[src/rtl/cmp_sweep_ctrl_if.sv]
// Bundle between the comparator self-test sequencer and its environment (buttons + comparator).
// master = sequencer side, slave = buttons/comparator side.
interface cmp_sweep_ctrl_if;
    logic       start;
    logic       hold;
    logic [1:0] a_out;
    logic [1:0] b_out;
    logic       red_in;
    logic       green_in;
    logic       blue_in;
    logic       busy;
    logic       done;
    logic       mismatch;
    logic [3:0] err_idx;
    logic [4:0] red_cnt;
    logic [4:0] green_cnt;
    logic [4:0] blue_cnt;

    modport master (
        input  start, hold, red_in, green_in, blue_in,
        output a_out, b_out, busy, done, mismatch, err_idx,
               red_cnt, green_cnt, blue_cnt
    );

    modport slave (
        output start, hold, red_in, green_in, blue_in,
        input  a_out, b_out, busy, done, mismatch, err_idx,
               red_cnt, green_cnt, blue_cnt
    );
endinterface

[src/rtl/cmp_sweep_ctrl.sv]
// Sweeps all 16 operand pairs into the 2-bit comparator, samples its RGB result after a dwell,
// tallies colours and latches the first failing vector. Done 16*(DWELL_CYCLES+1) cycles after start; hold stretches DRIVE.
module cmp_sweep_ctrl #(
    parameter int DWELL_CYCLES = 4
) (
    input  logic            clk,
    input  logic            rst,
    cmp_sweep_ctrl_if.master bus
);
    localparam int DW = (DWELL_CYCLES > 1) ? $clog2(DWELL_CYCLES) : 1;
    localparam logic [DW-1:0] DWELL_LOAD = DW'(DWELL_CYCLES - 1);

    typedef enum logic [1:0] {IDLE, DRIVE, SAMPLE, DONE} state_t;

    state_t        state_q, state_d;
    logic [3:0]    idx_q;
    logic [DW-1:0] dwell_q;
    logic [4:0]    red_q, green_q, blue_q;
    logic          mismatch_q;
    logic [3:0]    err_idx_q;
    logic [2:0]    expected;
    logic [2:0]    observed;

    assign expected = {idx_q[3:2] > idx_q[1:0], idx_q[3:2] == idx_q[1:0], idx_q[3:2] < idx_q[1:0]};
    assign observed = {bus.red_in, bus.green_in, bus.blue_in};

    always_ff @(posedge clk) begin
        if (rst) begin
            state_q <= IDLE;
        end else begin
            state_q <= state_d;
        end
    end

    always_comb begin
        state_d = state_q;
        case (state_q)
            IDLE, DONE: if (bus.start) state_d = DRIVE;
            DRIVE:      if (dwell_q == '0) state_d = SAMPLE;
            SAMPLE:     state_d = (idx_q == 4'd15) ? DONE : DRIVE;
            default:    state_d = IDLE;
        endcase
    end

    always_ff @(posedge clk) begin
        if (rst) begin
            idx_q      <= '0;
            dwell_q    <= '0;
            red_q      <= '0;
            green_q    <= '0;
            blue_q     <= '0;
            mismatch_q <= 1'b0;
            err_idx_q  <= '0;
        end else begin
            case (state_q)
                IDLE, DONE: begin
                    if (bus.start) begin
                        idx_q      <= '0;
                        dwell_q    <= DWELL_LOAD;
                        red_q      <= '0;
                        green_q    <= '0;
                        blue_q     <= '0;
                        mismatch_q <= 1'b0;
                        err_idx_q  <= '0;
                    end
                end
                DRIVE: begin
                    if (dwell_q != '0 && !bus.hold) dwell_q <= dwell_q - 1'b1;
                end
                SAMPLE: begin
                    red_q   <= red_q   + 5'(bus.red_in);
                    green_q <= green_q + 5'(bus.green_in);
                    blue_q  <= blue_q  + 5'(bus.blue_in);
                    // Only the first failure is recorded; later ones just keep the flag set.
                    if (observed != expected && !mismatch_q) begin
                        mismatch_q <= 1'b1;
                        err_idx_q  <= idx_q;
                    end
                    if (idx_q != 4'd15) begin
                        idx_q   <= idx_q + 1'b1;
                        dwell_q <= DWELL_LOAD;
                    end
                end
                default: ;
            endcase
        end
    end

    always_comb begin
        bus.busy  = (state_q == DRIVE) || (state_q == SAMPLE);
        bus.done  = (state_q == DONE);
        bus.a_out = bus.busy ? idx_q[3:2] : 2'd0;
        bus.b_out = bus.busy ? idx_q[1:0] : 2'd0;
    end

    assign bus.mismatch  = mismatch_q;
    assign bus.err_idx   = err_idx_q;
    assign bus.red_cnt   = red_q;
    assign bus.green_cnt = green_q;
    assign bus.blue_cnt  = blue_q;
endmodule

[src/flat_wrapper.sv]
// flat-port wrapper written by rule: the top's interface ports become plain ports
module cmp_sweep_ctrl_flat 
#(
    parameter int DWELL_CYCLES = 4
)
  (clk, rst, bus_start, bus_hold, bus_red_in, bus_green_in, bus_blue_in, bus_a_out, bus_b_out, bus_busy, bus_done, bus_mismatch, bus_err_idx, bus_red_cnt, bus_green_cnt, bus_blue_cnt);
  cmp_sweep_ctrl_if bus_i ();
  input  logic clk;
  input  logic rst;
  input wire logic [$bits(bus_i.start)-1:0] bus_start;
  input wire logic [$bits(bus_i.hold)-1:0] bus_hold;
  input wire logic [$bits(bus_i.red_in)-1:0] bus_red_in;
  input wire logic [$bits(bus_i.green_in)-1:0] bus_green_in;
  input wire logic [$bits(bus_i.blue_in)-1:0] bus_blue_in;
  output wire logic [$bits(bus_i.a_out)-1:0] bus_a_out;
  output wire logic [$bits(bus_i.b_out)-1:0] bus_b_out;
  output wire logic [$bits(bus_i.busy)-1:0] bus_busy;
  output wire logic [$bits(bus_i.done)-1:0] bus_done;
  output wire logic [$bits(bus_i.mismatch)-1:0] bus_mismatch;
  output wire logic [$bits(bus_i.err_idx)-1:0] bus_err_idx;
  output wire logic [$bits(bus_i.red_cnt)-1:0] bus_red_cnt;
  output wire logic [$bits(bus_i.green_cnt)-1:0] bus_green_cnt;
  output wire logic [$bits(bus_i.blue_cnt)-1:0] bus_blue_cnt;
  assign bus_i.start = bus_start;
  assign bus_i.hold = bus_hold;
  assign bus_i.red_in = bus_red_in;
  assign bus_i.green_in = bus_green_in;
  assign bus_i.blue_in = bus_blue_in;
  assign bus_a_out = bus_i.a_out;
  assign bus_b_out = bus_i.b_out;
  assign bus_busy = bus_i.busy;
  assign bus_done = bus_i.done;
  assign bus_mismatch = bus_i.mismatch;
  assign bus_err_idx = bus_i.err_idx;
  assign bus_red_cnt = bus_i.red_cnt;
  assign bus_green_cnt = bus_i.green_cnt;
  assign bus_blue_cnt = bus_i.blue_cnt;
  cmp_sweep_ctrl #(.DWELL_CYCLES(DWELL_CYCLES)) u_core (.clk(clk), .rst(rst), .bus(bus_i));
endmodule
[config.mk]
export PLATFORM = sky130hd
export DESIGN_NAME = cmp_sweep_ctrl_flat
export DESIGN_NICKNAME = d
export VERILOG_FILES = /design/src/rtl/cmp_sweep_ctrl_if.sv /design/src/rtl/cmp_sweep_ctrl.sv /design/src/flat_wrapper.sv
export SDC_FILE = /design/constraint.sdc
export NUM_CORES = 1
export LEC_CHECK = 0
export CORE_MARGIN = 2
export CORE_UTILIZATION = 49
export CTS_CLUSTER_SIZE = 10
export DETAILED_ROUTE_END_ITERATION = 8
export GPL_TIMING_DRIVEN = 0
export PLACE_DENSITY = 0.82
export SYNTH_ARGS = -nofsm -noshare
export SYNTH_HDL_FRONTEND = slang
export SYNTH_SLANG_ARGS = --single-unit
[constraint.sdc]
create_clock -name clk -period 2.15 [get_ports clk]
set_input_delay 0.43 -clock clk [delete_from_list [all_inputs] [get_ports clk]]
set_output_delay 0.43 -clock clk [all_outputs]
set_load 0.05 [all_outputs]
==> results.toml <==
[timing]
slew_headroom_pct = 65.8
finalSetupViolCount = 0
fmax_mhz = 489
post-route-period-util_pct = 95.2
final_max_slew_viol_count = 0
skew_ns = 0.00242
grt_setup_unrepaired = "false"
hold_viol = 0
worstMarginPinSlew_ns = 0.511
fin_crit_ns = 2.05
final.setup.worst_slack_ns = 0.103
holdWs_ns = 0.490

[grt]
grt_first_pass_wirelength_microns = 5000
grt_overflow = 0
grt_max_degree = 17
grt.total_usage_pct = 19.3
grt_antenna_before_repair = 0
grt_pass1_vias = 1100

[power]
power.density_mw_per_mm2 = 626
combPwrFrac_pct = 20.7
seq_power_share_pct = 48.5
ir_drop_v = 0.000563
switching_share_pct = 29.4
p_int_mw = 0.793
finalPower_mw = 1.12
p_clk_share_pct = 30.8
switchingPower_mw = 0.330
leakagePower_nw = 0.726

[clock_tree]
clock_latency_ns = 0.32
cts_sinks = 28
cts_buffers = 3
cts_tree = "yes"
post_cts_buffers = 0
h-tree-depth = 1
cts-root-buf = "clkbuf_4"
clk_path_buf_depth = 2
clk_pin_slew_worst_paths_ns = 0.15

[critical_path]
crit_start = "u_core.state_q[0]"
crit_chain = "inv_1 -> ha_1 -> buf_2 -> nor2b_1 -> buf_2"
endpoint_kind = "output pin"
crit_type = "register to output pin"
reg2reg_from = "u_core.idx_q[2]"
start_kind = "register"
crit_arrival_ns = 1.62
cp_slowest_stage_delay_ns = 0.40
crit_path_frequent_cell = "buf_2"
worstPathRequired_ns = 1.72
worstPathMaxFanout = 9
critical-path-slowest-cell = "dfxtp_2"

[synthesis]
async_reset_ff_share_pct = 0
synthMuxAreaShare_pct = 0
synthXorXnorAreaFrac_pct = 6.24
synthesis.area_sq_mm = 0.00140
ys_seq_area_share_pct = 39.9
synth_top_family_by_area = "compound AO/OA/AOI/OAI gates"
synthAdderAreaFrac_pct = 12.5
synthFlopType = "dfxtp_1"
synth_compound_gate_area_share_pct = 18.9
yosys_warnings = 0
synth_nets = 180
synth_cell_types = 30
synth-simple-area-share_pct = 17.5
synth_edf_count = 0
synth.avg_cell_area_sq_um = 8.83
ys_ff_latch = 28
syn_inst = 159

[floorplan]
initial_core_util_pct = 51.4
die-area_sq_mm = 0.00331
num_rows = 19
die_h_microns = 57.5
fp.coreArea_sq_mm = 0.00273
pin_count = 33
die-width_microns = 57.5

[status]
status = "complete, no violations"

[layout]
area_delta_synth_final_pct = 27.8
final_cell_mix = "clkdlybuf4s50_1, dfxtp_1, nor2_1, ha_1, inv_1"
final_cells = 226
nNetsFinal = 217
diodes = 0
fin_area_sq_mm = 0.00179
fillCellCount = 247
drive_above_1_share_pct = 7.69

[place]
dp_cells = 222
pre_cts_slack_ns = -0.127
place.gp.congestion = 0.776
hpwl_microns = 2490
placed_cell_area_sq_mm = 0.00176
port-buffer-count = 32

[job]
max-cap-violations = 0

[detailed_routing]
routedWlPerCell_microns = 14.3
via_count = 1269
drc = 0
vias_per_cell = 5.62
drt_iter0_markers = 32
drtPass1Iterations = 4
antenna_left = 0
wirelength_microns = 3240

[min_path]
worst_hold_path_type = "register to register"
hp-start = "u_core.dwell_q[1]"
==> cell type report <==
type                       count  area, sq um  area share (%)
buffer                         5         21.3            1.19
clock buffer                   3         22.5            1.26
clock inverter                 1         30.0            1.67
inverter                      13         48.8            2.72
multi-input combinational    113          773            43.1
sequential                    28          563            31.4
tap                           31         38.8            2.16
timing repair buffer          32          297            16.5
==> what timing repair did <==
action                     CTS  global route
resized for setup           26             3
hold buffers                 0             0
setup endpoints to repair    6             9
==> through the flow <==
step / setup TNS [ns] / util (%)
finish: 0 / 65.6
global route: 0 / 65.6
CTS: 0 / 65.4
detailed placement: -0.878 / 64.5
global placement: -0.531 / 64.5
floorplan: 0 / -
==> path summary, 6_finish.rpt <==
check	cells past startpoint	endpoint	slack, ns
min	2	u_core.dwell_q[1]	0.49
min reg2reg	2	u_core.dwell_q[1]	0.49
max	5	bus_a_out[1]	0.10
max reg2reg	7	u_core.bus.err_idx[1]	0.13
==> critical path, delay by kind of cell, from the launching register on <==
kind	cells	cell delay (ns)
and+or+nand+nor	1	0.12
buffers and inverters	3	0.49
DFF	1	0.40
adders and majority gates	1	0.27
==> cell families (layout without fill, tap and decap cells) <==
kind of cell / after synthesis / in the layout
buffers and inverters: 18 / 54
xor gates and xnor gates: 10 / 10
and+or+nand+nor: 53 / 53
AOI/OAI and AO/OA: 36 / 36
adders and majority gates: 14 / 14
DFF: 28 / 28
==> registers in the layout, indices dropped and copies added (netlist names) <==
register and cells:
u_core.bus.blue_cnt 5, u_core.bus.green_cnt 5, u_core.bus.red_cnt 5, u_core.bus.err_idx 4, u_core.idx_q 4, u_core.dwell_q 2
u_core.state_q 2, u_core.bus.mismatch 1
==> power groups by stage <==
stage | Sequential (mW) | Combinational, mW | Clock, mW
detailed placement | 0.555 | 0.234 | 0
global route | 0.546 | 0.255 | 0.371
finish | 0.544 | 0.232 | 0.346
global placement | 0.553 | 0.220 | 0
floorplan | 0.555 | 0.161 | 0
CTS | 0.544 | 0.231 | 0.348
==> layer usage <==
metal  up-vias  share of wire, %  track usage, %
met5         -                 0               0
met4         0              0.52            2.99
met3         2               5.0            3.63
met2        40                53            35.2
met1       596                41            23.7
li1        631                 -               -
==> Yosys cell counts (all sizes together), types with 2 or more instances <==
cell type	number	area, sq um
dfxtp	28	561
ha	14	175
nand2	10	37.5
nor3	2	10.0
or3	2	12.5
a21oi	6	30.0
nor2b	3	18.8
inv	13	48.8
a32o	4	40.0
nor2	23	86.3
buf	2	10.0
a22oi	7	52.6
nand4	7	43.8
xor2	9	78.8
o21ai	10	53.8
and2	2	12.5
nand3	2	10.0
a211oi	3	22.5
clkbuf	3	11.3
No activity file was read; power rests on OpenSTA's default activity.
